<file path="config.mk">
export PLATFORM = sky130hd
export DESIGN_NAME = round_key_store
export DESIGN_NICKNAME = d
export VERILOG_FILES = /design/src/rtl/round_key_store.sv
export SDC_FILE = /design/constraint.sdc
export NUM_CORES = 2
export LEC_CHECK = 0
export CORE_MARGIN = 8
export CORE_UTILIZATION = 50
export DETAILED_ROUTE_END_ITERATION = 12
export GPL_ROUTABILITY_DRIVEN = 0
export GPL_TIMING_DRIVEN = 0
export PLACE_DENSITY_LB_ADDON = 0.15
export SYNTH_ARGS = -nofsm -noshare
export SYNTH_HDL_FRONTEND = slang
export SYNTH_SLANG_ARGS = --single-unit
export TNS_END_PERCENT = 30
</file>
<file path="constraint.sdc">
create_clock -name clk -period 20 [get_ports clk]
set_input_delay 3 -clock clk [delete_from_list [all_inputs] [get_ports clk]]
set_output_delay 3 -clock clk [all_outputs]
set_load 0.05 [all_outputs]
</file>
<file path="src/rtl/round_key_store.sv">
// round_key_store: holds the expanded round keys written by key expansion and
// streams them to the cipher datapath in forward or reverse round order.
module round_key_store #(
  parameter int KEY_W    = 128,
  parameter int NUM_KEYS = 11
) (
  input  logic             clk,
  input  logic             rst,
  input  logic [KEY_W-1:0] key_wr_data,
  input  logic [3:0]       key_wr_addr,
  input  logic             key_loaded,
  input  logic             start,
  input  logic             decrypt,
  input  logic             rk_ready,
  output logic             rk_valid,
  output logic [KEY_W-1:0] rk_data,
  output logic [3:0]       rk_round,
  output logic             rk_last,
  output logic             keys_ready,
  output logic             busy,
  output logic             err
);
  localparam logic [3:0] MAX_ADDR = 4'(NUM_KEYS);
  localparam logic [3:0] LAST_IDX = 4'(NUM_KEYS - 1);

  typedef enum logic {IDLE, STREAM} state_t;
  state_t state;

  logic [KEY_W-1:0]    mem [NUM_KEYS];
  logic [NUM_KEYS-1:0] vbits;
  logic                loaded;
  logic                dir_rev;

  logic                wr_hit;
  logic                wr_en;
  logic [3:0]          wr_slot;
  logic                xfer;
  logic [3:0]          first_idx;
  logic [3:0]          next_idx;

  assign wr_hit    = (key_wr_addr != 4'd0) && (key_wr_addr <= MAX_ADDR);
  assign wr_en     = wr_hit && (state == IDLE);
  assign wr_slot   = key_wr_addr - 4'd1;
  assign xfer      = rk_valid && rk_ready;
  assign first_idx = decrypt ? LAST_IDX : 4'd0;
  assign next_idx  = dir_rev ? (rk_round - 4'd1) : (rk_round + 4'd1);

  // Key storage has no reset so it maps onto plain RAM/flops without a reset net.
  always_ff @(posedge clk) begin
    if (wr_en) mem[wr_slot] <= key_wr_data;
  end

  // Writing slot 1 marks the start of a new schedule and invalidates the rest.
  always_ff @(posedge clk or posedge rst) begin
    if (rst) begin
      vbits      <= '0;
      loaded     <= 1'b0;
      keys_ready <= 1'b0;
    end else begin
      keys_ready <= loaded & (&vbits);
      if (wr_en) begin
        if (key_wr_addr == 4'd1) begin
          vbits  <= {{(NUM_KEYS-1){1'b0}}, 1'b1};
          loaded <= 1'b0;
        end else begin
          vbits[wr_slot] <= 1'b1;
        end
      end
      if (key_loaded && (state == IDLE)) loaded <= 1'b1;
    end
  end

  always_ff @(posedge clk or posedge rst) begin
    if (rst) begin
      state    <= IDLE;
      dir_rev  <= 1'b0;
      rk_valid <= 1'b0;
      rk_data  <= '0;
      rk_round <= '0;
      rk_last  <= 1'b0;
      busy     <= 1'b0;
      err      <= 1'b0;
    end else begin
      err <= 1'b0;
      unique case (state)
        IDLE: begin
          if (start) begin
            if (keys_ready) begin
              state    <= STREAM;
              dir_rev  <= decrypt;
              rk_valid <= 1'b1;
              busy     <= 1'b1;
              rk_round <= first_idx;
              rk_data  <= mem[first_idx];
              rk_last  <= (LAST_IDX == 4'd0);
            end else begin
              err <= 1'b1;
            end
          end
        end
        STREAM: begin
          if (wr_hit) err <= 1'b1;
          // Index only moves on a handshake, so the beat holds while stalled.
          if (xfer) begin
            if (rk_last) begin
              state    <= IDLE;
              rk_valid <= 1'b0;
              busy     <= 1'b0;
              rk_last  <= 1'b0;
            end else begin
              rk_round <= next_idx;
              rk_data  <= mem[next_idx];
              rk_last  <= dir_rev ? (next_idx == 4'd0) : (next_idx == LAST_IDX);
            end
          end
        end
        default: state <= IDLE;
      endcase
    end
  end

endmodule

</file>
==> flow_metrics.py <==
metrics = {
    "outcome": {
        "status": "finished clean",
    },
    "power_and_ir_drop": {
        "peakVddDrop_v": 0.0000873,
        "pwr-share-seq_pct": 48.1,
        "power.switching_mw": 1.83,
        "p_per_area_nw_per_um2": 103,
        "power_frac_clock_pct": 39.5,
        "switching_share_pct": 23.7,
        "p_int_mw": 5.90,
        "p_leak_nw": 24.0,
        "combPwrFrac_pct": 12.3,
    },
    "layout": {
        "nNetsFinal": 4146,
        "nFillCells": 9270,
        "syn_to_final_growth_pct": 19.4,
        "drive_gt1_share_pct": 22.6,
        "fin_cells": 5807,
    },
    "clocking": {
        "clock-sinks": 1558,
        "cts_buffers": 160,
        "post_cts_buffers": 0,
        "clkLatencyLatePin_ps": 800,
        "htree_levels": 4,
        "ctsHoldBuffers": 0,
        "cts_resized": 0,
        "cts_root_buf": "clkbuf_16",
        "cts_tree": "built",
        "cts.clk_slew.worst_paths_ps": 60,
        "ctsLongestPathBuffers": 3,
    },
    "logic_synthesis": {
        "synthFlopType": "edfxtp_1",
        "async_flop_share_pct": 9.63,
        "syn_inst": 3404,
        "synthAdderAreaFrac_pct": 0.112,
        "synth_top_family_by_area": "multiplexers",
        "synth_seq_cells": 1558,
        "synth_simple_gate_area_share_pct": 3.27,
        "synth_most_common_cell": "edfxtp_1",
        "synth_area_um2": 62600,
        "synth-edff-count": 1408,
        "synth.area.top_cells": "edfxtp_1 (68%), mux4_2 (9.2%), dfrtp_1 (6.0%)",
        "synthXorXnorAreaFrac_pct": 0.0819,
        "syn_nets": 3547,
        "synth_area_leader_cell": "edfxtp_1",
        "ys_top_cells_by_count": "edfxtp_1 (1408), nand2_1 (270), mux2i_1 (260), mux4_2 (256), dfrtp_1 (150)",
        "yosysWarnings": 0,
        "synth_mux_area_share_pct": 15.7,
        "yosys.area.top_type_share_pct": 67.5,
        "synth.distinct_cells": 39,
        "syn_avg_cell_area_um2": 18.4,
        "synth_compound_gate_area_share_pct": 5.49,
        "ys_seq_area_share_pct": 73.5,
    },
    "worst_setup_path": {
        "cp_slowest_stage_delay_ps": 740,
        "endpoint_kind": "flip-flop",
        "critPathMaxFanout": 8,
        "cp_data_required_time_ps": 20480,
        "worstSetupPathType": "in -> reg",
        "crit_arrival_ps": 6350,
        "worst-path-buf-inv": 9,
        "slowest_stage": "nor4_2",
        "crit_family": "buffers and inverters",
        "rrSetupSlack_ps": 16140,
        "path_depth": 11,
        "path_common_cell": "buf_4",
        "crit_path_start_kind": "input pin",
        "reg2reg_depth": 11,
        "worstPathCellList": "clkdlybuf4s50_1 > nand2b_1 > nor4_2 > buf_6 > buf_4 > buf_4 > buf_4 > buf_4 > buf_4 > buf_4 > buf_4",
    },
    "grt": {
        "antenna_found_initial": 31,
        "grt_start_max_net_pins": 79,
        "grt-ovfl-total": 0,
        "grt_pass1_vias": 34900,
        "grt_pass1_wl_um": 241000,
        "track_usage_pct": 24.2,
    },
    "floorplan": {
        "die_h_um": 370,
        "die_w_um": 370,
        "start_util_pct": 50.1,
        "io_pins": 275,
        "coreArea_um2": 125000,
        "num_rows": 130,
        "die_area_um2": 137000,
    },
    "routing": {
        "routed_wl_um": 167000,
        "wl_per_cell_um": 28.8,
        "drc": 0,
        "vias": 34500,
        "via_per_inst": 5.94,
        "ant_nets": 0,
        "drt_first_iter_violations": 3140,
        "firstDrtPassIters": 7,
    },
    "worst_hold_path": {
        "worstHoldPathType": "reg -> reg",
        "whs_path_depth": 1,
    },
    "place": {
        "hpwl_um": 110000,
        "dp_slack_ps": 13350,
        "portBuffers": 271,
        "dp_cells": 5491,
    },
    "sta": {
        "slew_viol_final": 0,
        "relSlewSlack_pct": 3.06,
        "setup_viol": 0,
        "rsz0062_at_grt": "false",
        "worstMarginPinSlew_ps": 1450,
        "hold_violations": 0,
        "period_needed_ps": 5870,
        "layout_setup_ws_ps": 14130,
        "final.period_utilization_pct": 29.4,
        "finalClockSkew_ps": 23.3,
        "max_freq_mhz": 170,
    },
    "job": {
        "cap_violations": 0,
    },
}
==> layer usage <==
| metal | vias up | GRT usage (%) | share of wire, % |
|---|---|---|---|
| met5 | - | 0 | 0.069 |
| met4 | 18 | 7.91 | 2.8 |
| met3 | 285 | 5.57 | 8.1 |
| met2 | 1303 | 38.8 | 48 |
| met1 | 18000 | 33.0 | 41 |
| li1 | 14900 | - | - |
==> registers in the layout (all words and copies together) (netlist names) <==
signal      flops
rk_round        4
err             1
keys_ready      1
loaded          1
vbits          11
busy            1
rk_data       128
rk_last         1
mem          1408
state           1
dir_rev         1
==> power groups by stage <==
| stage | combinational [mW] | clock [mW] | sequential, mW |
|---|---|---|---|
| global placement | 0.934 | 0 | 3.83 |
| detailed placement | 0.964 | 0 | 3.79 |
| CTS | 0.968 | 3.10 | 3.72 |
| finish | 0.954 | 3.06 | 3.72 |
| global route | 1.02 | 3.22 | 3.73 |
| floorplan | 0.562 | 0 | 3.85 |
==> cells in the final DEF (no fill, tap or decap), types with 128 or more instances in the layout <==
cell             synthesis  routed
clkbuf_1                89     133
o21a_1                 128     128
mux4_2                 256     256
o21ai_0                136     136
edfxtp_1              1408    1408
clkbuf_16                0     163
clkdlybuf4s50_1          0     271
mux2i_1                260     260
dfrtp_1                150     150
mux2_2                 128     128
nand2_1                270     270
==> logic make-up (layout without fill, tap and decap cells) <==
group,after synthesis,after routing
adders and majority gates,5,5
other,0,17
muxes,644,644
AOI/OAI and AO/OA,525,525
buffers and inverters,222,958
xor gates and xnor gates,5,5
DFF,1558,1558
and+or+nand+nor,445,445
==> metrics by stage <==
| step | TNS [ps] | cell area (um2) | hold WS, ps | util (%) | power (mW) |
|---|---|---|---|---|---|
| finish | 0 | 74800 | 480 | 59.9 | 7.73 |
| global route | 0 | 74800 | 491 | 59.9 | 7.97 |
| CTS | 0 | 74800 | 479 | 59.8 | 7.79 |
| detailed placement | 0 | 69300 | 461 | 55.5 | 4.76 |
| global placement | -6608680 | 67400 | 456 | 54.0 | 4.76 |
| floorplan | 0 | 62600 | 435 | - | 4.42 |
==> worst reg2reg max path, delay by kind of cell, from the launching register on <==
family	cells	cell delay (ps)
simple gates	1	880
flops	1	350
buf+inv	10	2320
==> final timing paths <==
path / start / to
worst min register to register: vbits[0] / vbits[0]
worst max register to register: state / mem[1][24]
worst max-delay path: key_wr_addr[1] / mem[1][24]
worst min-delay path: vbits[0] / vbits[0]
min in group asynchronous: rst / rk_data[58]
max in group asynchronous: rst / rk_data[1]
==> layout make-up <==
| type | count | area (um2) | share of cell area (%) |
|---|---|---|---|
| antenna | 17 | 42.5 | 0.0569 |
| inverter | 4 | 30.0 | 0.0401 |
| timing repair buffer | 437 | 4560 | 6.10 |
| sequential | 1558 | 46000 | 61.5 |
| multi-input combinational | 1624 | 15500 | 20.7 |
| tap | 1650 | 2060 | 2.76 |
| clock buffer | 237 | 4630 | 6.19 |
| clock inverter | 62 | 793 | 1.06 |
| buffer | 218 | 1180 | 1.57 |
Power figures use the tool's default switching activity.
